==> src/rtl/max_pool_2x2.sv <==
// 2x2 stride-2 max pooling over raster-order IN_DIM x IN_DIM frames.
// Optional build macro MAX_POOL_RELU_EN clamps negative pooled results to 0.
module max_pool_2x2 #(
    parameter int DATA_W = 36,
    parameter int IN_DIM = 12
) (
    input  logic              clk,
    input  logic              rst_n,
    input  logic              in_valid,
    input  logic [DATA_W-1:0] in_data,
    input  logic              clr,
    output logic              out_valid,
    output logic [DATA_W-1:0] out_data,
    output logic              out_last
);

    localparam int CW   = (IN_DIM > 2) ? $clog2(IN_DIM) : 1;
    localparam int HALF = IN_DIM / 2;
    localparam int HW   = (HALF > 1) ? $clog2(HALF) : 1;

    localparam logic [CW-1:0] LAST = CW'(IN_DIM - 1);

    localparam logic [1:0] IDLE = 2'd0;
    localparam logic [1:0] EVEN = 2'd1;
    localparam logic [1:0] ODD  = 2'd2;

    logic [1:0]                state;
    logic [1:0]                state_nxt;
    logic [CW-1:0]             row;
    logic [CW-1:0]             col;
    logic signed [DATA_W-1:0]  pair;
    logic signed [DATA_W-1:0]  linebuf [HALF];

    logic                      accept;
    logic                      col_end;
    logic                      row_end;
    logic                      odd_row;
    logic                      odd_col;
    logic                      complete;
    logic                      lb_write;
    logic [HW-1:0]             half_idx;
    logic signed [DATA_W-1:0]  sample;
    logic signed [DATA_W-1:0]  even_max;
    logic signed [DATA_W-1:0]  top_max;
    logic signed [DATA_W-1:0]  quad_max;
    logic signed [DATA_W-1:0]  result;

    function automatic logic signed [DATA_W-1:0] smax(
        input logic signed [DATA_W-1:0] a,
        input logic signed [DATA_W-1:0] b
    );
        return (a > b) ? a : b;
    endfunction

    assign accept   = in_valid & ~clr;
    assign col_end  = (col == LAST);
    assign row_end  = (row == LAST);
    assign odd_row  = (state == ODD);
    assign odd_col  = col[0];
    assign complete = accept & odd_row & odd_col;
    assign lb_write = accept & ~odd_row & odd_col;
    assign half_idx = HW'(col >> 1);
    assign sample   = $signed(in_data);

    assign even_max = smax(pair, sample);
    assign top_max  = smax(linebuf[half_idx], pair);
    assign quad_max = smax(top_max, sample);

    always_comb begin
        result = quad_max;
`ifdef MAX_POOL_RELU_EN
        if (quad_max[DATA_W-1]) begin
            result = '0;
        end
`endif
    end

    // Row parity lives in the state; the last row is always odd.
    always_comb begin
        state_nxt = state;
        if (clr) begin
            state_nxt = IDLE;
        end else if (accept) begin
            unique case (state)
                IDLE: state_nxt = EVEN;
                EVEN: state_nxt = col_end ? ODD : EVEN;
                ODD: begin
                    if (col_end) begin
                        state_nxt = row_end ? IDLE : EVEN;
                    end
                end
                default: state_nxt = IDLE;
            endcase
        end
    end

    always_ff @(posedge clk or negedge rst_n) begin
        if (!rst_n) begin
            state <= IDLE;
            row   <= '0;
            col   <= '0;
        end else begin
            state <= state_nxt;
            if (clr) begin
                row <= '0;
                col <= '0;
            end else if (accept) begin
                if (col_end) begin
                    col <= '0;
                    row <= row_end ? '0 : row + CW'(1);
                end else begin
                    col <= col + CW'(1);
                end
            end
        end
    end

    always_ff @(posedge clk or negedge rst_n) begin
        if (!rst_n) begin
            pair <= '0;
            for (int i = 0; i < HALF; i++) begin
                linebuf[i] <= '0;
            end
        end else begin
            if (accept && !odd_col) begin
                pair <= sample;
            end
            if (lb_write) begin
                linebuf[half_idx] <= even_max;
            end
        end
    end

    always_ff @(posedge clk or negedge rst_n) begin
        if (!rst_n) begin
            out_valid <= 1'b0;
            out_last  <= 1'b0;
            out_data  <= '0;
        end else begin
            out_valid <= complete;
            out_last  <= complete & row_end & col_end;
            if (complete) begin
                out_data <= result;
            end
        end
    end

endmodule

==> config.mk <==
export PLATFORM = sky130hd
export DESIGN_NAME = max_pool_2x2
export DESIGN_NICKNAME = d
export VERILOG_FILES = /design/src/rtl/max_pool_2x2.sv
export SDC_FILE = /design/constraint.sdc
export NUM_CORES = 1
export LEC_CHECK = 0
export BUFFER_PORTS_ARGS = -buffer_cell sky130_fd_sc_hd__buf_2
export CORE_MARGIN = 4
export CORE_UTILIZATION = 60
export CTS_CLUSTER_DIAMETER = 80
export DETAILED_ROUTE_END_ITERATION = 8
export PLACE_DENSITY = 0.78
export SLEW_MARGIN = 20
export SYNTH_ARGS = -nofsm -noshare
export SYNTH_HDL_FRONTEND = slang
export SYNTH_SLANG_ARGS = --single-unit
==> constraint.sdc <==
create_clock -name clk -period 7.89 [get_ports clk]
set_input_delay 1.1835 -clock clk [delete_from_list [all_inputs] [get_ports clk]]
set_output_delay 1.1835 -clock clk [all_outputs]
set_load 0.005 [all_outputs]
==> impl_metrics.toml <==
[run_status]
status = "finished, final reports clean"

[sta]
hold_viol = 0
setup_viol = 0
fin_crit_ns = 6.97
hold_ws_ns = 0.505
rsz0062_at_grt = "false"
fin_crit_sh_pct = 88.4
clock_skew_ns = 0.0163
slew_viol_final = 0
fmax_mhz = 143
setup_tns_ns = 0
slew_headroom_pct = 38.7
max_slew.worst_pin.slew_ns = 0.919

[routing]
drtIter0Drc = 1101
drt-pass1-iter-count = 6
drc_errors = 0
met1Wirelength_um = 18900
top_layer = "met4"
wl_met2_um = 19400
met3_length_um = 3140
postRouteAntennaNets = 0
routed_wl_um = 42300
via_per_inst = 6.58
wire_per_inst_um = 23.5
via_count = 11800

[yosys]
synth_mux_area_share_pct = 20.2
synth_compound_gate_area_share_pct = 13.9
synth_cell_types = 55
avgSynthCellArea_um2 = 11.6
synth_area_leaders = "dfrtp_1, mux2_2, ha_1"
ys_seq_elements = 300
synth-simple-area-share_pct = 6.30
synthAdderAreaFrac_pct = 8.60
synth_warnings = 0
synth.top_cell.area_share_pct = 46.9
synth_seq_area_share_pct = 46.9
synth_top_flop_cell = "dfrtp_1"
synthCells = 1374
synth.cell_area_um2 = 16000
syn_nets = 1524
synth-edff-count = 0
async_flop_share_pct = 100
synth_xor_area_share_pct = 0
synth_top_area_cell = "dfrtp_1"
synth_top_family_by_area = "multiplexers"

[clock_network]
htreeDepth = 1
cts_resized = 0
clock_path_buffers = 3
insertion_delay_ns = 0.56
numCtsBuffers = 30
cts_tree = "done"
cts_root_buffer = "clkbuf_16"
cts.sinks = 300
clk_pin_slew_worst_paths_ns = 0.06
cts_setup_buffers = 0
hold_buffers = 0

[flow_run]
max_cap_violations = 0

[finish]
syn2layout_area_growth_pct = 11.7
layout_commonest_cell = "dfrtp_1"
fillers = 1894
num-nets-final = 1591
drive_above_1_share_pct = 29.0
fin_util_pct = 68.4
final_cell_mix = "dfrtp_1, mux2_2, ha_1"
antennaDiodeCount = 0
fin_area_um2 = 17900

[setup_path]
path_max_fanout = 31
arrival_ns = 7.42
endpoint_kind = "flip-flop"
critPathKind = "flip-flop to flip-flop"
worstSetupStartpointType = "flip-flop"
worstPathRequired_ns = 8.34

[floorplanning]
ioPinCount = 78
core_um2 = 26100
die_w_um = 171
rows = 59
die_h_um = 171
die-area_um2 = 29300
start_util_pct = 61.2

[grt]
grt_pass1_vias = 11900
antenna_found_initial = 0
grt_first_pass_wirelength_um = 66500
track_usage_pct = 28.9
grt_overflow_total = 0
grt_max_degree = 92

[place]
globalplace.congestion = 0.921
dp_hpwl_um = 28600
place_area_um2 = 16800
port_buffers = 77

[pwr]
ir_drop_v = 0.000183
powerDensity_nw_per_um2 = 290
p_leak_nw = 8.77

[min_path]
min-delay-path-class = "flip-flop to flip-flop"
critical path: stages (launching register included):
cell and delay (ns):
dfrtp_1 0.54, nor2b_1 0.31, and2_1 0.74, buf_4 0.32, a22oi_1 0.09, nand3_1 0.19, ha_1 0.30, a21oi_1 0.17
o21ai_0 0.15, a221oi_1 0.34, o21ai_1 0.14, a211oi_2 0.32, mux2i_4 0.45, buf_12 0.27, mux2_2 0.37, ha_1 0.29
nand4_1 0.19, nor4_1 0.48, and4_1 0.25, nor3_1 0.05, o21ai_2 0.07, nand2_1 0.24, buf_12 0.28, o22a_1 0.19
o31a_1 0.10
state kept, by name (all words and copies together) (netlist names):
signal / count
col: 4
state: 2
linebuf: 216
out_last: 1
pair: 36
out_valid: 1
out_data: 36
row: 4
cell usage after synthesis, drive strengths merged (19+ instances only):
cell type / instances
o31a: 35
dfrtp: 300
mux2: 253
o21ai: 54
buf: 21
clkbuf: 51
inv: 83
a21oi: 49
nand3: 51
ha: 110
nand4: 20
o22a: 35
nand2: 71
a22oi: 106
mux2i: 38
nor2: 19
final timing paths:
check / start / to / slack, ns / cells after the start
worst min register to register: linebuf[97] / linebuf[97] / 0.51 / 1
worst min-delay path: linebuf[97] / linebuf[97] / 0.51 / 1
worst max-delay path: col[3] / out_data[26] / 0.92 / 24
worst max register to register: col[3] / out_data[26] / 0.92 / 24
min in group asynchronous: rst_n / pair[9] / 0.64 / 1
max in group asynchronous: rst_n / linebuf[187] / 5.76 / 2
power breakdown:
| part | internal [mW] | switching (mW) |
|---|---|---|
| combinational | 0.753 | 1.15 |
| sequential | 1.70 | 0.105 |
| clock | 0.880 | 0.599 |
through the flow:
stage | worst slack, ns | instances | total power [mW]
3_5_place_dp | 1.01 | 1744 | 3.66
5_1_grt | 0.600 | 1799 | 5.45
2_1_floorplan | 1.93 | 1374 | 3.10
3_3_place_gp | 1.13 | 1744 | 3.61
6_report | 0.919 | 1799 | 5.19
4_1_cts | 0.944 | 1799 | 5.16
cells by family after synthesis:
group	after synthesis
flip-flops	300
AND/OR/NAND/NOR	202
multiplexers	291
buffers and inverters	156
adder cells (fa/ha/maj)	110
AO/OA/AOI/OAI	315
layout make-up:
type                       instances  area (um^2)  area share, %
clock inverter                    12          143          0.798
inverter                          84          315           1.76
multi-input combinational        918         7950           44.4
timing repair buffer             107          658           3.68
clock buffer                      43          891           4.98
sequential                       300         7510           42.0
tap                              335          419           2.34
per-layer routing:
metal,up-vias,GRT usage [%]
met5,-,0
met4,0,7.37
met3,72,5.24
met2,471,45.7
met1,6029,41.7
li1,5262,-
No activity file was read; power rests on OpenSTA's default activity.
